===== config.mk =====
export PLATFORM = sky130hd
export DESIGN_NAME = program_loader
export DESIGN_NICKNAME = d
export VERILOG_FILES = /design/src/rtl/program_loader.sv
export SDC_FILE = /design/constraint.sdc
export NUM_CORES = 1
export LEC_CHECK = 0
export ABC_AREA = 1
export CAP_MARGIN = 10
export CORE_UTILIZATION = 40
export DETAILED_ROUTE_END_ITERATION = 6
export GPL_ROUTABILITY_DRIVEN = 0
export SLEW_MARGIN = 20
export SYNTH_ARGS = -nofsm -noshare
export SYNTH_HDL_FRONTEND = slang
export SYNTH_SLANG_ARGS = --single-unit

===== constraint.sdc =====
create_clock -name clock -period 7.5 [get_ports clock]
set_input_delay 1.875 -clock clock [delete_from_list [all_inputs] [get_ports clock]]
set_output_delay 1.875 -clock clock [all_outputs]
set_load 0.05 [all_outputs]

===== src/rtl/program_loader.sv =====
// ----------------------------------------------------------------------------
// program_loader
//
// Boot-time instruction loader. It consumes a length-prefixed, checksummed
// byte stream, packs the data bytes into 32-bit words (MSB first), and writes
// them sequentially into instruction memory. The core is held in reset until
// a load completes with a matching checksum.
//
// Stream: LEN_HI, LEN_LO (word count N, big-endian), 4*N data bytes, CSUM.
// CSUM is the XOR of every preceding byte, length bytes included.
//
// Handshake: a byte is transferred on a rising clock edge when
// byte_valid && byte_ready. byte_ready is decoded from the registered state
// only, so it never depends on byte_valid in the same cycle.
//
// Ports:
//   clock, reset        system clock; asynchronous active-high reset
//   start               begin a new load (ignored while busy)
//   byte_valid/data     input byte stream
//   byte_ready          loader accepts a byte this cycle
//   mem_we/addr/wdata   instruction memory write port, one cycle per word
//   core_reset          low only after a good load
//   busy, done, error   load status
//   words_loaded        words written in current or last load
//   fsm_state           current FSM state, for observation
// ----------------------------------------------------------------------------
module program_loader #(
  parameter int ADDR_WIDTH = 8
) (
  input  logic                  clock,
  input  logic                  reset,
  input  logic                  start,
  input  logic                  byte_valid,
  input  logic [7:0]            byte_data,
  output logic                  byte_ready,
  output logic                  mem_we,
  output logic [ADDR_WIDTH-1:0] mem_addr,
  output logic [31:0]           mem_wdata,
  output logic                  core_reset,
  output logic                  busy,
  output logic                  done,
  output logic                  error,
  output logic [ADDR_WIDTH:0]   words_loaded,
  output logic [2:0]            fsm_state
);

  localparam logic [2:0] S_IDLE   = 3'd0;
  localparam logic [2:0] S_LEN_HI = 3'd1;
  localparam logic [2:0] S_LEN_LO = 3'd2;
  localparam logic [2:0] S_DATA   = 3'd3;
  localparam logic [2:0] S_WRITE  = 3'd4;
  localparam logic [2:0] S_CSUM   = 3'd5;
  localparam logic [2:0] S_DONE   = 3'd6;
  localparam logic [2:0] S_ERROR  = 3'd7;

  // Memory capacity in words, widened so N == 2^ADDR_WIDTH is representable.
  localparam logic [16:0] CAPACITY = 17'd1 << ADDR_WIDTH;

  logic [2:0]  state;
  logic [15:0] len;        // word count N
  logic [1:0]  byte_cnt;   // byte position within current word
  logic [23:0] word_part;  // first three bytes of the word being assembled
  logic [7:0]  acc;        // running XOR of accepted bytes

  logic        accept;
  logic [15:0] len_full;
  logic [16:0] words_next;
  logic        more_words;

  assign accept     = byte_valid && byte_ready;
  // Full length as it will be once the LEN_LO byte is taken.
  assign len_full   = {len[15:8], byte_data};
  assign words_next = 17'(words_loaded) + 17'd1;
  assign more_words = words_next < {1'b0, len};

  // All status outputs are pure decodes of the registered state.
  always_comb begin
    byte_ready = (state == S_LEN_HI) || (state == S_LEN_LO) ||
                 (state == S_DATA)   || (state == S_CSUM);
    busy       = (state == S_LEN_HI) || (state == S_LEN_LO) ||
                 (state == S_DATA)   || (state == S_WRITE)  ||
                 (state == S_CSUM);
    mem_we     = (state == S_WRITE);
    done       = (state == S_DONE);
    error      = (state == S_ERROR);
    core_reset = (state != S_DONE);
    fsm_state  = state;
  end

  always_ff @(posedge clock or posedge reset) begin
    if (reset) begin
      state        <= S_IDLE;
      len          <= '0;
      byte_cnt     <= '0;
      word_part    <= '0;
      acc          <= '0;
      mem_addr     <= '0;
      mem_wdata    <= '0;
      words_loaded <= '0;
    end else begin
      case (state)
        S_IDLE, S_DONE, S_ERROR: begin
          if (start) begin
            state        <= S_LEN_HI;
            words_loaded <= '0;
            byte_cnt     <= '0;
            acc          <= '0;
          end
        end

        S_LEN_HI: begin
          if (accept) begin
            len[15:8] <= byte_data;
            acc       <= acc ^ byte_data;
            state     <= S_LEN_LO;
          end
        end

        S_LEN_LO: begin
          if (accept) begin
            len[7:0] <= byte_data;
            acc      <= acc ^ byte_data;
            if ({1'b0, len_full} > CAPACITY) begin
              state <= S_ERROR;
            end else if (len_full == 16'd0) begin
              state <= S_CSUM;
            end else begin
              state <= S_DATA;
            end
          end
        end

        S_DATA: begin
          if (accept) begin
            acc       <= acc ^ byte_data;
            word_part <= {word_part[15:0], byte_data};
            byte_cnt  <= byte_cnt + 2'd1;
            // Fourth byte: latch the write port now so it stays stable
            // through WRITE and holds afterwards.
            if (byte_cnt == 2'd3) begin
              mem_wdata <= {word_part, byte_data};
              mem_addr  <= words_loaded[ADDR_WIDTH-1:0];
              state     <= S_WRITE;
            end
          end
        end

        S_WRITE: begin
          words_loaded <= words_loaded + (ADDR_WIDTH+1)'(1);
          state        <= more_words ? S_DATA : S_CSUM;
        end

        S_CSUM: begin
          if (accept) begin
            state <= (byte_data == acc) ? S_DONE : S_ERROR;
          end
        end

        default: state <= S_IDLE;
      endcase
    end
  end

endmodule


==> out/metrics.yaml, run 1 <==
yosys:
  synth_nets: 525
  ys_warn_count: 0
  ys_seq_elements: 102
  netlist_instances: 501
  synth_cell_type_count: 33
  synth-seq-area-share_pct: 56.17
  syn-cell-area_um2: 4544
  syn_area_per_cell_um2: 9.071
grt:
  overflow: 0
  grt_util_all_layers_pct: 17.64
  antenna_found_initial: 0
  grt_pass1_vias: 3228
  grt_pass1_wl_mm: 15.88
  grt_max_degree: 73
timing:
  timing.setup.tns_ns: 0
  hold_viol: 0
  max_freq_ghz: 0.2298
  fin_worst_skew_ns: 0.009493
  grt_setup_unrepaired: "no"
  tightestPinTransition_ns: 0.8336
  final-max-slew-violation-count: 0
  finalSetupViolCount: 0
  fin_crit_ns: 4.352
  fin_ws_ns: 3.148
  max_slew_margin_pct: 44.43
  fin_crit_sh_pct: 58.03
place:
  io_buffers: 69
  placed_cells: 695
  place_area_um2: 5350
  dp_slack_ns: 3.243
  dp_hpwl_mm: 6.818
clock_network:
  cts-root-buf: "clkbuf_16"
  clock_path_buffers: 2
  cts_htree_levels: 3
  cts_setup_buffers: 0
  postCtsHoldBufs: 0
  cts_tree: "yes"
  cts_made_buffers: 9
  clk_latency_ns: 0.34
  path_clk_slew_ns: 0.07
  clkSinkCount: 102
  post_cts_resized: 0
worst_setup_path:
  worstPathArrival_ns: 2.48
  r2r_start: "fsm_state[2]$_DFFE_PP0P_"
  cp_top_family: "buffers and inverters"
  rr_endpoint: "mem_wdata[31]$_DFFE_PP0P_"
  worstSetupEndpointType: "output port"
  path_buf_inv: 2
  r2r_slack_ns: 5.01
  reg2regPathDepth: 5
  path_common_cell: "nor2_2"
  path_max_fanout: 10
  critPathMaxStageDelay_ns: 0.79
  crit_slowest_cell: "clkdlybuf4s50_1"
  crit_path_cell_trace: "nor2_2 > inv_2 > nor2_2 > or2_2 > clkdlybuf4s50_1"
  worstSetupPathType: "flip-flop to output port"
  worstPathRequired_ns: 5.62
  path_depth: 5
  start_kind: "flip-flop"
hold_path:
  hold_path_end: "word_part[23]$_DFFE_PP0P_"
  whs_path_depth: 2
  hold_path_startpoint: "word_part[23]$_DFFE_PP0P_"
  min_path_type: "flip-flop to flip-flop"
power_and_ir_drop:
  power_leakage_nw: 2.696
  cellPowerDensity_nw_per_um2: 359.4
  peakVddDrop_v: 0.0002386
  finalPower_mw: 2.045
finish:
  final_cell_mix: "nand2_1, dfrtp_1, o21ai_0, clkdlybuf4s50_1, inv_1"
  area_growth_pct: 25.22
  drive_gt1_share_pct: 5.604
  nFillCells: 1063
  nets: 590
  final_area_um2: 5690
  multi_input_area_um2: 1678
  finalNonFillerCells: 711
  final_common_cell: "nand2_1"
  diodes: 0
  seq_area_um2: 2552
floorplanning:
  floorplan.rows: 38
  initial_core_util_pct: 41.56
  die_area_um2: 11790
  core-area_um2: 10940
  io_pins: 70
  die_w_um: 108.6
  die_y_um: 108.6
drt:
  routed.top_layer: "met4"
  ant_nets: 0
  drtIter0Drc: 173
  drc_errors: 0
  vias_per_cell: 4.850
  drt-total-wl_mm: 9.704
  firstDrtPassIters: 4
  drt-met1-wl_mm: 5.050
  wl_met2_mm: 4.157
  via_count: 3448
  met3WireLength_um: 351
  wl_per_cell_um: 13.65
job:
  cap_violations: 0
run_status:
  status: "complete, no violations"
## cells in the mapped netlist, drive strengths merged
cell type	n	area, um2
nor2	27	121.4
o22ai	5	31.28
ha	12	150.1
xnor2	4	35.03
or2	2	12.52
xor2	8	70.07
dfrtp	102	2552
mux2	8	90.08
o21ai	90	450.4
nand4	1	6.260
nand2	120	460.4
o31ai	2	15.01
nand3	15	80.08
o32ai	1	8.760
buf	3	21.27
clkbuf	13	48.80
a21oi	7	38.79
o21a	2	15.01
inv	65	244.0
o41ai	4	35.03
nor3	9	50.05
nor3b	1	7.510
## how the worst max path moves through the flow
| stage | from | slack (ns) | endpoint |
|---|---|---|---|
| 4_1_cts | fsm_state[1]$_DFFE_PP0P_ | 3.14 | busy |
| 3_3_place_gp | byte_valid | 3.27 | mem_wdata[31]$_DFFE_PP0P_ |
| 3_5_place_dp | byte_valid | 3.24 | mem_wdata[22]$_DFFE_PP0P_ |
| 5_1_grt | fsm_state[1]$_DFFE_PP0P_ | 2.99 | busy |
| 2_1_floorplan | reset | 2.95 | acc[0]$_DFFE_PP0P_ |
| 6_report | fsm_state[1]$_DFFE_PP0P_ | 3.15 | busy |
## power breakdown
| group | internal [mW] | switching, mW |
|---|---|---|
| Combinational | 0.237 | 0.480 |
| Clock | 0.301 | 0.222 |
| Sequential | 0.711 | 0.0943 |
| Total | 1.25 | 0.797 |
## sequential cells by signal, indices dropped and copies added, names as in the netlist
signal,flops
byte_cnt,2
acc,8
fsm_state,3
word_part,24
mem_wdata,32
mem_addr,8
words_loaded,9
len,16
## kinds of logic after synthesis
family / count (synthesis) / synth area share (%)
AND/OR/NAND/NOR: 175 / 16.24
AO/OA/AOI/OAI: 111 / 13.08
flip-flops: 102 / 56.17
buffers and inverters: 81 / 6.911
XOR/XNOR: 12 / 2.313
adder cells (fa/ha/maj): 12 / 3.304
multiplexers: 8 / 1.982
## per-stage QoR
step                utilization, %  hold slack [ns]
floorplan                        -           0.4461
detailed placement           48.92           0.4666
CTS                          52.04           0.4854
global route                 52.04           0.5052
global placement             48.92           0.4638
finish                       52.04           0.4803
## metal layers
layer	vias to the layer above	track usage (%)
met1	1606	26.34
li1	1741	-
met5	-	0
met2	88	25.32
met3	13	3.315
met4	0	6.467
## tightest hold or removal path: cells and delay by family, from the launching register on
kind            cells  cell delay (ns)
simple gates        1             0.05
compound gates      1             0.06
flops               1             0.34
## final cells by class
cell class                      instances  area share (%)
Inverter                               65           4.332
Clock buffer                            9           3.958
Timing Repair Buffer                   70           12.27
Clock inverter                          7           2.023
Sequential cell                       102           44.85
Tap cell                              140           3.078
Multi-Input combinational cell        318           29.49
No activity file was read; power rests on OpenSTA's default activity.
==> run 2: changes to the inputs <==
- clock period: 7.5 -> 3.65 ns (I/O delays scaled with it)
==> run 2 against run 1 <==
Routed wire length increased by 2.5%. Largest power group unchanged. Sequential power increased by 110%. Highest routed layer unchanged. Largest cell class unchanged. Combinational power increased by 110%. Clock power increased by 93%. Worst setup slack got worse by 2.7 ns.
==> out/metrics.yaml, run 2 (synthesis gave the netlist of run 1 again) <==
clock_network:
  post_cts_resized: 0  # unchanged
  cts_setup_buffers: 0  # unchanged
  clk_latency_ns: 0.35  # about the same
  cts-root-buf: "clkbuf_16"
  cts_tree: "yes"
  path_clk_slew_ns: 0.08  # about the same
  postCtsHoldBufs: 0  # unchanged
  cts_htree_levels: 3  # unchanged
  clock_path_buffers: 2  # unchanged
  cts_made_buffers: 9  # unchanged
  clkSinkCount: 102  # unchanged
finish:
  final_common_cell: "nand2_1"
  largest-register: "mem_wdata"
  largest_reg_flops: 32  # unchanged
  fin_util_pct: 52.20  # +0.16 points
  multi_input_area_um2: 1678  # unchanged
  drive_gt1_share_pct: 6.261  # +0.66 points
  area_growth_pct: 25.61
  final_cell_mix: "nand2_1, dfrtp_1, o21ai_0, clkdlybuf4s50_1, inv_1"
  nFillCells: 1078  # +1.4%
  finalNonFillerCells: 715  # +0.56%
  seq_area_um2: 2552  # unchanged
  reg_top3: "mem_wdata x32, word_part x24, len x16"
  diodes: 0  # unchanged
  final_area_um2: 5708  # +0.31%
  nets: 594  # +0.68%
timing:
  hold_viol: 0  # unchanged
  max_slew_margin_pct: 44.47  # +0.045 points
  tightestPinTransition_ns: 0.8329  # -0.0006745 ns
  fin_crit_ns: 3.217
  fin_crit_sh_pct: 88.15
  fin_worst_skew_ns: 0.01133  # +0.001839 ns
  max_freq_ghz: 0.3108
  final-max-slew-violation-count: 0  # unchanged
  hold_ws_ns: 0.4811  # +0.0008120 ns
  grt_setup_unrepaired: "no"
  finalSetupViolCount: 0  # unchanged
  timing.setup.tns_ns: 0  # unchanged
drt:
  firstDrtPassIters: 4  # unchanged
  via_count: 3474  # +0.75%
  vias_per_cell: 4.859  # +0.19%
  drtIter0Drc: 115  # -34%
  drc_errors: 0  # unchanged
  wl_per_cell_um: 13.91  # +1.9%
  ant_nets: 0  # unchanged
  drt-total-wl_mm: 9.945  # +2.5%
worst_setup_path:
  start_kind: "flip-flop"
  worstPathArrival_ns: 2.30  # -0.18 ns
  worstSetupEndpointType: "output port"
  worstPathRequired_ns: 2.74  # -2.88 ns
  path_max_fanout: 7  # -3
  rr_endpoint: "fsm_state[2]$_DFFE_PP0P_"
  r2r_slack_ns: 1.30  # -3.71 ns
  r2r_start: "words_loaded[0]$_DFFE_PP0P_"
  reg2regPathDepth: 15  # +10
  worstSetupPathType: "flip-flop to output port"
hold_path:
  hold_path_end: "mem_wdata[24]$_DFFE_PP0P_"
  whs_path_depth: 1  # -1
  hold_path_startpoint: "word_part[16]$_DFFE_PP0P_"
  min_path_type: "flip-flop to flip-flop"
place:
  dp_hpwl_mm: 7.159  # +5.0%
  io_buffers: 69  # unchanged
  placed_cells: 699  # +0.58%
  place_area_um2: 5393  # +0.80%
power_and_ir_drop:
  power_leakage_nw: 2.706  # +0.35%
  peakVddDrop_v: 0.0006944  # +190%
  cellPowerDensity_nw_per_um2: 730.2  # +100%
job:
  cap_violations: 0  # unchanged
run_status:
  status: "complete, no violations"
floorplanning:
  die_area_um2: 11790  # unchanged
  die_w_um: 108.6  # unchanged
  floorplan.rows: 38  # unchanged
  core-area_um2: 10940  # unchanged
  io_pins: 70  # unchanged
  initial_core_util_pct: 41.56  # unchanged
  die_y_um: 108.6  # unchanged
grt:
  grt_pass1_wl_mm: 16.32  # +2.8%
  overflow: 0  # unchanged
  grt_max_degree: 73  # unchanged
  grt_util_all_layers_pct: 18.26  # +0.62 points
  antenna_found_initial: 0  # unchanged
  grt_pass1_vias: 3213  # -0.46%
## run 2: critical path, stage by stage, from the launching register on
cell and delay, ns:
dfrtp_1 0.48, nor2_2 0.19, inv_2 0.07, nand2_2 0.12, nand2_1 0.10, or2_2 0.29
clkdlybuf4s50_1 0.70
## run 2: metrics by stage
step | setup slack (ns) | power [mW]
4_1_cts | 0.4387 | 4.189
3_3_place_gp | 0.8637 | 3.128
5_1_grt | 0.3520 | 4.438
3_5_place_dp | 0.8402 | 3.172
2_1_floorplan | 0.06202 | 2.721
6_report | 0.4327 | 4.168
## run 2: cell type report
type	count	area share, %
clock buffer	9	3.946
multi-input combinational	318	29.40
clock inverter	7	1.578
tap	140	3.069
timing repair buffer	74	12.98
inverter	65	4.318
sequential	102	44.72
## run 2: metal layers
layer,GRT usage [%],vias to the layer above,share of wire (%)
met1,27.26,1618,51
met4,5.985,0,1.5
met5,0,-,0
met2,26.36,81,43
li1,-,1763,-
met3,3.677,12,4.2
## run 2: how the worst max path moves through the flow
stage | slack (ns) | cells past startpoint | end | start
2_1_floorplan | 0.06 | 1 | acc[0]$_DFFE_PP0P_ | reset
3_3_place_gp | 0.86 | 6 | busy | fsm_state[0]$_DFFE_PP0P_
3_5_place_dp | 0.84 | 6 | busy | fsm_state[1]$_DFFE_PP0P_
4_1_cts | 0.44 | 6 | busy | fsm_state[1]$_DFFE_PP0P_
5_1_grt | 0.35 | 6 | busy | fsm_state[1]$_DFFE_PP0P_
6_report | 0.43 | 6 | busy | fsm_state[1]$_DFFE_PP0P_
## run 2: report_power, final
group | leakage, nW | internal (mW) | switching [mW] | total, mW
Clock | 0.147 | 0.548 | 0.466 | 1.01
Combinational | 1.21 | 0.495 | 0.998 | 1.49
Sequential | 1.35 | 1.46 | 0.200 | 1.66
==> run 3: changes to the inputs <==
- SLEW_MARGIN: 20 -> not set
==> results of run 3 <==
Final layout, timing and power as in run 2 (identical DEF).
